`src/rtl/serial_subtractor.sv`:
```
// Bit-serial WIDTH-bit subtractor: one full-subtractor cell and a registered borrow.
// One difference bit is produced per clock, LSB first, under a start/busy/done handshake.
module serial_subtractor #(
    parameter int WIDTH = 8
) (
    input  logic             clk,
    input  logic             rst,
    input  logic             start,
    input  logic [WIDTH-1:0] a,
    input  logic [WIDTH-1:0] b,
    input  logic             bin,
    output logic [WIDTH-1:0] diff,
    output logic             bout,
    output logic             busy,
    output logic             done
);

    localparam int CW = $clog2(WIDTH + 1);

    typedef enum logic [1:0] {IDLE, SHIFT, DONE} state_t;

    state_t           state_q;
    logic [WIDTH-1:0] sa_q;
    logic [WIDTH-1:0] sb_q;
    logic [WIDTH-1:0] sd_q;
    logic [WIDTH-1:0] sd_d;
    logic [WIDTH-1:0] diff_q;
    logic             br_q;
    logic             bout_q;
    logic [CW-1:0]    cnt_q;
    logic             d;
    logic             nb;
    logic             last;

    always_comb begin
        d    = sa_q[0] ^ sb_q[0] ^ br_q;
        nb   = (~sa_q[0] & sb_q[0]) | (~(sa_q[0] ^ sb_q[0]) & br_q);
        last = (cnt_q == CW'(WIDTH - 1));
    end

    // A single-bit result register has no upper bits to shift down.
    generate
        if (WIDTH == 1) begin : g_sd_w1
            assign sd_d = d;
        end else begin : g_sd_wn
            assign sd_d = {d, sd_q[WIDTH-1:1]};
        end
    endgenerate

    always_ff @(posedge clk or posedge rst) begin
        if (rst) begin
            state_q <= IDLE;
            sa_q    <= '0;
            sb_q    <= '0;
            sd_q    <= '0;
            diff_q  <= '0;
            br_q    <= 1'b0;
            bout_q  <= 1'b0;
            cnt_q   <= '0;
        end else begin
            case (state_q)
                IDLE: begin
                    if (start) begin
                        sa_q    <= a;
                        sb_q    <= b;
                        br_q    <= bin;
                        cnt_q   <= '0;
                        state_q <= SHIFT;
                    end
                end
                SHIFT: begin
                    sd_q  <= sd_d;
                    sa_q  <= sa_q >> 1;
                    sb_q  <= sb_q >> 1;
                    br_q  <= nb;
                    cnt_q <= cnt_q + CW'(1);
                    // Results publish only here, so diff/bout hold across the next operation.
                    if (last) begin
                        diff_q  <= sd_d;
                        bout_q  <= nb;
                        state_q <= DONE;
                    end
                end
                DONE: begin
                    state_q <= IDLE;
                end
                default: begin
                    state_q <= IDLE;
                end
            endcase
        end
    end

    assign diff = diff_q;
    assign bout = bout_q;
    assign busy = (state_q == SHIFT);
    assign done = (state_q == DONE);

endmodule

```
`config.mk`:
```
export PLATFORM = sky130hd
export DESIGN_NAME = serial_subtractor
export DESIGN_NICKNAME = d
export VERILOG_FILES = /design/src/rtl/serial_subtractor.sv
export SDC_FILE = /design/constraint.sdc
export NUM_CORES = 1
export LEC_CHECK = 0
export BUFFER_PORTS_ARGS = -buffer_cell sky130_fd_sc_hd__buf_2
export CORE_MARGIN = 3
export CORE_UTILIZATION = 54
export CTS_CLUSTER_SIZE = 25
export DETAILED_ROUTE_END_ITERATION = 16
export GPL_TIMING_DRIVEN = 0
export PLACE_DENSITY = 0.78
export SYNTH_ARGS = -nofsm -noshare
export SYNTH_HDL_FRONTEND = slang
export SYNTH_SLANG_ARGS = --single-unit
```
`constraint.sdc`:
```
create_clock -name clk -period 1.7 [get_ports clk]
set_input_delay 0 -clock clk [delete_from_list [all_inputs] [get_ports clk]]
set_output_delay 0 -clock clk [all_outputs]
set_load 0.005 [all_outputs]
```
==> results.toml, run 1 <==
[hold_path]
min_to = "sa_q[3]"
hp-start = "a[3]"
whs_path_depth = 3
hold_path_class = "input pin to register"

[setup_path]
rr_worst_depth = 5
critPathLaunch = "cnt_q[0]"
crit_required_ns = 1.93
worstPathArrival_ns = 1.79
r2r_slack_ns = 0.14
r2r_start = "cnt_q[0]"
crit_type = "register to register"
end_kind = "register"
start_kind = "register"
reg2reg_to = "diff[4]"
critical_path.max_fanout = 10

[clock_network]
cts-buffers-inserted = 5
clk_latency_ns = 0.33
clock_path_buffers = 2
htree_levels = 2
clock-root-buffer = "clkbuf_4"
cts_tree = "done"
cts_sinks = 39
path_clk_slew_ns = 0.11

[placed_design]
place.gp.congestion = 0.785
place_hpwl_um = 2350
place.port_buffers = 30

[routing]
drt_iter0_markers = 62
dr.max_layer_used = "met4"
via_per_inst = 5.53
routed_wl_um = 3370
routedWlPerCell_um = 14.1
drc = 0
drt-met1-wl_um = 1390
wl_met3_um = 124
wl_met2_um = 1780
antenna_left = 0
first_pass_iters = 4
vias = 1321

[cells_and_area]
final_util_pct = 75.2
antenna_cells = 0
syn_to_final_growth_pct = 28.9
drive_gt1_share_pct = 27.4
nNetsFinal = 229

[global_route]
gr-usage-all-layers_pct = 21.4
grt_start_max_net_pins = 22
grt_pass1_vias = 1374
grt_pass1_wl_um = 5820
antenna_found_initial = 0
grt_overflow = 0

[logic_synthesis]
yosys_warnings = 0
syn_nets = 175
avgSynthCellArea_sq_um = 10.8
synth_seq_area_share_pct = 59.1
ys_seq_elements = 39
syn_area_sq_mm = 0.00165
synthCells = 153
ys_types = 23

[timing]
final.period_utilization_pct = 91.5
relSlewSlack_pct = 48.8
worstMarginPinSlew_ns = 0.768
fin_crit_ns = 1.56
setup_violations = 0
fmax_ghz = 0.643
grt_setup_unrepaired = "false"
hold_violations = 0
clock_skew_ns = 0.00872
setup_tns_ns = 0
slew_viol_final = 0

[floorplan]
initial_core_util_pct = 58.3
coreArea_sq_mm = 0.00283
die_y_um = 61.3
rows = 19
die-area_sq_mm = 0.00376
io_pins = 31
die_x_um = 61.3

[power]
p_leak_nw = 1.03
p_per_area_mw_per_mm2 = 1690
peakVddDrop_mv = 1.16

[run_status]
status = "complete, no violations"

[flow_run]
cap_violations = 0
==> metal layers <==
metal | GRT usage [%] | vias to the layer above
met5 | 0 | -
met4 | 9.29 | 0
met3 | 4.61 | 9
met2 | 37.2 | 37
met1 | 25.4 | 646
li1 | - | 629
==> flip-flops by register name (all words and copies together) (netlist names) <==
signal   cells
diff         8
sd_q         7
sb_q         8
bout         1
br_q         1
state_q      2
cnt_q        4
sa_q         8
==> where the power goes <==
group	switching, mW	internal, mW	total [mW]
sequential	0.267	1.33	1.60
combinational	0.728	0.631	1.36
clock	0.283	0.348	0.631
total	1.28	2.31	3.59
==> metrics by stage <==
step / setup WS, ns / instance area [sq um] / hold slack, ns / total power, mW / std cells
floorplan: 0.261 / 1650 / 0.133 / 2.49 / 153
global placement: 0.104 / 1840 / 0.223 / 2.82 / 214
detailed placement: 0.0700 / 1870 / 0.175 / 2.93 / 215
CTS: 0.0225 / 2100 / 0.0319 / 3.59 / 238
global route: 0.0139 / 2130 / 0.0451 / 3.87 / 239
finish: 0.144 / 2130 / 0.0286 / 3.59 / 239
==> layout by cell type (no fill, tap or decap), types with 2 or more instances in the layout <==
master,Yosys,routed
buf_2,6,36
inv_1,4,4
clkbuf_1,2,2
dfrtp_1,39,39
a22o_1,4,4
a21oi_1,4,4
nor2b_1,4,4
a22oi_1,12,12
o21ai_0,16,16
nand3_1,2,2
mux2i_1,2,2
nand2_1,39,39
mux2_2,8,8
clkbuf_4,0,5
and3b_1,2,2
dlygate4sd3_1,0,15
==> area by class of cell <==
class,count,area (sq um)
well taps,31,38.8
flip-flops and latches,39,976
multi-input cells,101,618
fillers,198,702
repair buffers,47,348
plain buffers,8,37.5
clock buffers,6,51.3
inverters,5,22.5
clock inverters,2,35.0
==> cell usage after synthesis <==
library cell | count | area, sq um
dfrtp_1 | 39 | 976
nand2_1 | 39 | 146
o21ai_0 | 16 | 80.1
a22oi_1 | 12 | 90.1
mux2_2 | 8 | 90.1
buf_2 | 6 | 30.0
a21oi_1 | 4 | 20.0
a22o_1 | 4 | 35.0
inv_1 | 4 | 15.0
nor2b_1 | 4 | 25.0
and3b_1 | 2 | 17.5
clkbuf_1 | 2 | 7.51
mux2i_1 | 2 | 20.0
nand3_1 | 2 | 10.0
clkinv_1 | 1 | 3.75
fa_1 | 1 | 20.0
ha_1 | 1 | 12.5
nand2b_1 | 1 | 6.26
nand2b_2 | 1 | 8.76
nor2_1 | 1 | 3.75
nor3_4 | 1 | 16.3
o21bai_1 | 1 | 7.51
o311ai_0 | 1 | 8.76
==> how the worst max path moves through the flow <==
stage / slack (ns) / cells past startpoint / to
2_1_floorplan: 0.26 / 4 / diff[0]
3_3_place_gp: 0.10 / 4 / diff[6]
3_5_place_dp: 0.07 / 4 / diff[4]
4_1_cts: 0.02 / 4 / diff[4]
5_1_grt: 0.01 / 5 / cnt_q[3]
6_report: 0.14 / 5 / diff[4]
==> critical path, stage by stage (launching register included) <==
cell	delay (ns)
dfrtp_1	0.42
ha_1	0.21
nand2_1	0.12
nor3_4	0.21
buf_12	0.15
mux2_2	0.33
==> what timing repair did <==
action / 4_1_cts / 5_1_grt
setup endpoints to repair: 0 / 9
endpoints found under the hold margin: 32 / 0
resized for setup: 0 / 1
hold buffers: 15 / 0
setup buffers: 0 / 1
==> kinds of logic after synthesis <==
logic type	count (synthesis)	synth area share, %
flip-flops	39	59.1
adder cells (fa/ha/maj)	2	1.97
buffers and inverters	13	3.41
AND/OR/NAND/NOR	51	14.2
multiplexers	10	6.67
AO/OA/AOI/OAI	38	14.6
(Power assumes the default switching activity.)
==> run 2: changes to the inputs <==
Settings changed: ABC_AREA set to 1.
==> results.toml, run 2 <==
[run_status]
status = "complete, no violations"

[clock_network]
clock_path_buffers = 2
post_cts_buffers = 0
cts_resized = 0
cts-buffers-inserted = 5
cts_sinks = 39
cts_tree = "done"
htree_levels = 2
clock-root-buffer = "clkbuf_4"
path_clk_slew_ns = 0.11
postCtsHoldBufs = 18
clk_latency_ns = 0.34

[setup_path]
slowest_stage = "dfrtp_1"
crit_end = "busy"
critical_path.max_fanout = 10
r2r_slack_ns = 0.40
crit_type = "register to output port"
start_kind = "register"
crit_family = "flip-flops"
path_cells = "inv_2 -> nor2_8 -> buf_4 -> buf_2"
r2r_start = "cnt_q[0]"
path_depth = 4
rr_worst_depth = 6
crit_required_ns = 1.70
reg2reg_to = "diff[6]"
critPathLaunch = "state_q[0]"
cp.buffers_inverters = 3
worstPathArrival_ns = 1.40
end_kind = "output port"
slowest_delay_ns = 0.47

[global_route]
grt_start_max_net_pins = 22
gr-usage-all-layers_pct = 21.0
grt_pass1_wl_um = 6510
antenna_found_initial = 0
grt_overflow = 0
grt_pass1_vias = 1438

[power]
power.share.clock_pct = 13.8
p_comb_share_pct = 39.3
p_leak_nw = 1.17
p_int_mw = 2.03
p_seq_share_pct = 46.9
switching_share_pct = 39.9
p_per_area_mw_per_mm2 = 1540
p_total_mw = 3.37
peakVddDrop_mv = 0.880
p_sw_mw = 1.34

[timing]
fmax_ghz = 0.713
worstMarginPinSlew_ns = 0.784
final.period_utilization_pct = 82.4
clock_skew_ns = 0.00237
slew_viol_final = 0
hold_violations = 0
setup_violations = 0
fin_crit_ns = 1.40
relSlewSlack_pct = 47.7
setup_tns_ns = 0
grt_setup_unrepaired = "false"

[floorplan]
die-area_sq_mm = 0.00389
initial_core_util_pct = 59.2
rows = 19
die_y_um = 62.4
io_pins = 31
coreArea_sq_mm = 0.00290
die_x_um = 62.4

[cells_and_area]
layout_common_cells = "86 x nand2_1, 39 x dfrtp_1, 38 x nand3_1"
nFillCells = 233
nNetsFinal = 276
antenna_cells = 0
final_common_cell = "nand2_1"
drive_gt1_share_pct = 21.2
final_util_pct = 75.2
syn_to_final_growth_pct = 27.0

[logic_synthesis]
synth_area_leaders = "dfrtp_1 57%, nand2_1 19%, nand3_1 11%"
yosysMostFrequentCell = "nand2_1"
ys_seq_elements = 39
avgSynthCellArea_sq_um = 8.68
yosys_warnings = 0
ys_types = 17
ys_async_sr_fraction_pct = 100
yosysTopAreaCellShare_pct = 56.8
syn_area_sq_mm = 0.00172
synthTopCellsByCount = "86 x nand2_1, 39 x dfrtp_1, 38 x nand3_1, 7 x inv_1, 5 x buf_4"
synth-edff-count = 0
syn_nets = 220
synth_seq_area_share_pct = 56.8
yosys.area.top_type = "dfrtp_1"
synthCells = 198
yosys_most_used_dff = "dfrtp_1"

[flow_run]
cap_violations = 0

[placed_design]
place_hpwl_um = 2520
place.port_buffers = 30
place.gp.congestion = 0.796

[routing]
vias = 1469
routed_wl_um = 3590
via_per_inst = 4.95
drc = 0
drt_iter0_markers = 62
antenna_left = 0
routedWlPerCell_um = 12.1
first_pass_iters = 4

[hold_path]
hold_path_class = "input pin to register"
-- run 2: cell types whose count changed after synthesis, sizes merged, moves of 5 or more --
cell / delta
nand2: +50
inv: +5
nand3: +36
mux2: -8
nor2: +6
o21ai: -13
a22oi: -12
-- run 2: how the worst min path moves through the flow --
| stage | startpoint | end | cells past startpoint |
|---|---|---|---|
| 6_report | start | cnt_q[0] | 4 |
| 4_1_cts | start | cnt_q[0] | 4 |
| 3_3_place_gp | a[7] | sa_q[7] | 3 |
| 3_5_place_dp | rst | sb_q[6] | 2 |
| 5_1_grt | start | cnt_q[0] | 4 |
| 2_1_floorplan | a[7] | sa_q[7] | 2 |
-- run 2: cell type report --
cell class	count	area, sq um	share of cell area [%]
Sequential cell	39	976	44.7
Multi-Input combinational cell	142	656	30.0
Timing Repair Buffer	49	358	16.4
Buffer	8	52.6	2.41
Tap cell	42	52.6	2.41
Clock buffer	6	41.3	1.89
Inverter	9	33.8	1.55
Clock inverter	2	12.5	0.573
-- run 2: power groups by stage --
stage	sequential, mW	clock, mW	combinational [mW]
floorplan	1.55	0	0.927
global placement	1.57	0	1.25
detailed placement	1.60	0	1.30
CTS	1.58	0.474	1.34
global route	1.64	0.535	1.53
finish	1.58	0.465	1.33
-- run 2: cells by family (layout without fill, tap and decap cells) --
family,count (synthesis),after routing,share of synthesized area [%]
fa+ha+maj,2,2,1.89
buf+inv,17,74,5.03
compound gates,5,5,1.60
simple gates,135,135,34.7
flops,39,39,56.8
-- run 2: routing by layer --
metal  vias to the layer above  GRT usage [%]  share of wire [%]
li1                        736              -                  -
met1                       685           27.1                 45
met2                        42           34.2                 49
met3                         6           6.47                4.6
met4                         0           6.34                1.1
met5                         -              0                  0
-- run 2: worst min-delay path: stages --
cell and delay [ns]:
buf_2 0.08, nand2_2 0.08, nand2_1 0.10, a21oi_1 0.06
-- run 2: per-stage QoR --
| step | worst slack [ns] | hold WS (ns) | instances | cell area, sq um |
|---|---|---|---|---|
| detailed placement | 0.422 | 0.186 | 271 | 1950 |
| CTS | 0.290 | 0.0138 | 297 | 2180 |
| global route | 0.172 | 0.0171 | 297 | 2180 |
| finish | 0.298 | 0.0164 | 297 | 2180 |
| floorplan | 0.586 | 0.110 | 198 | 1720 |
| global placement | 0.368 | 0.195 | 270 | 1920 |
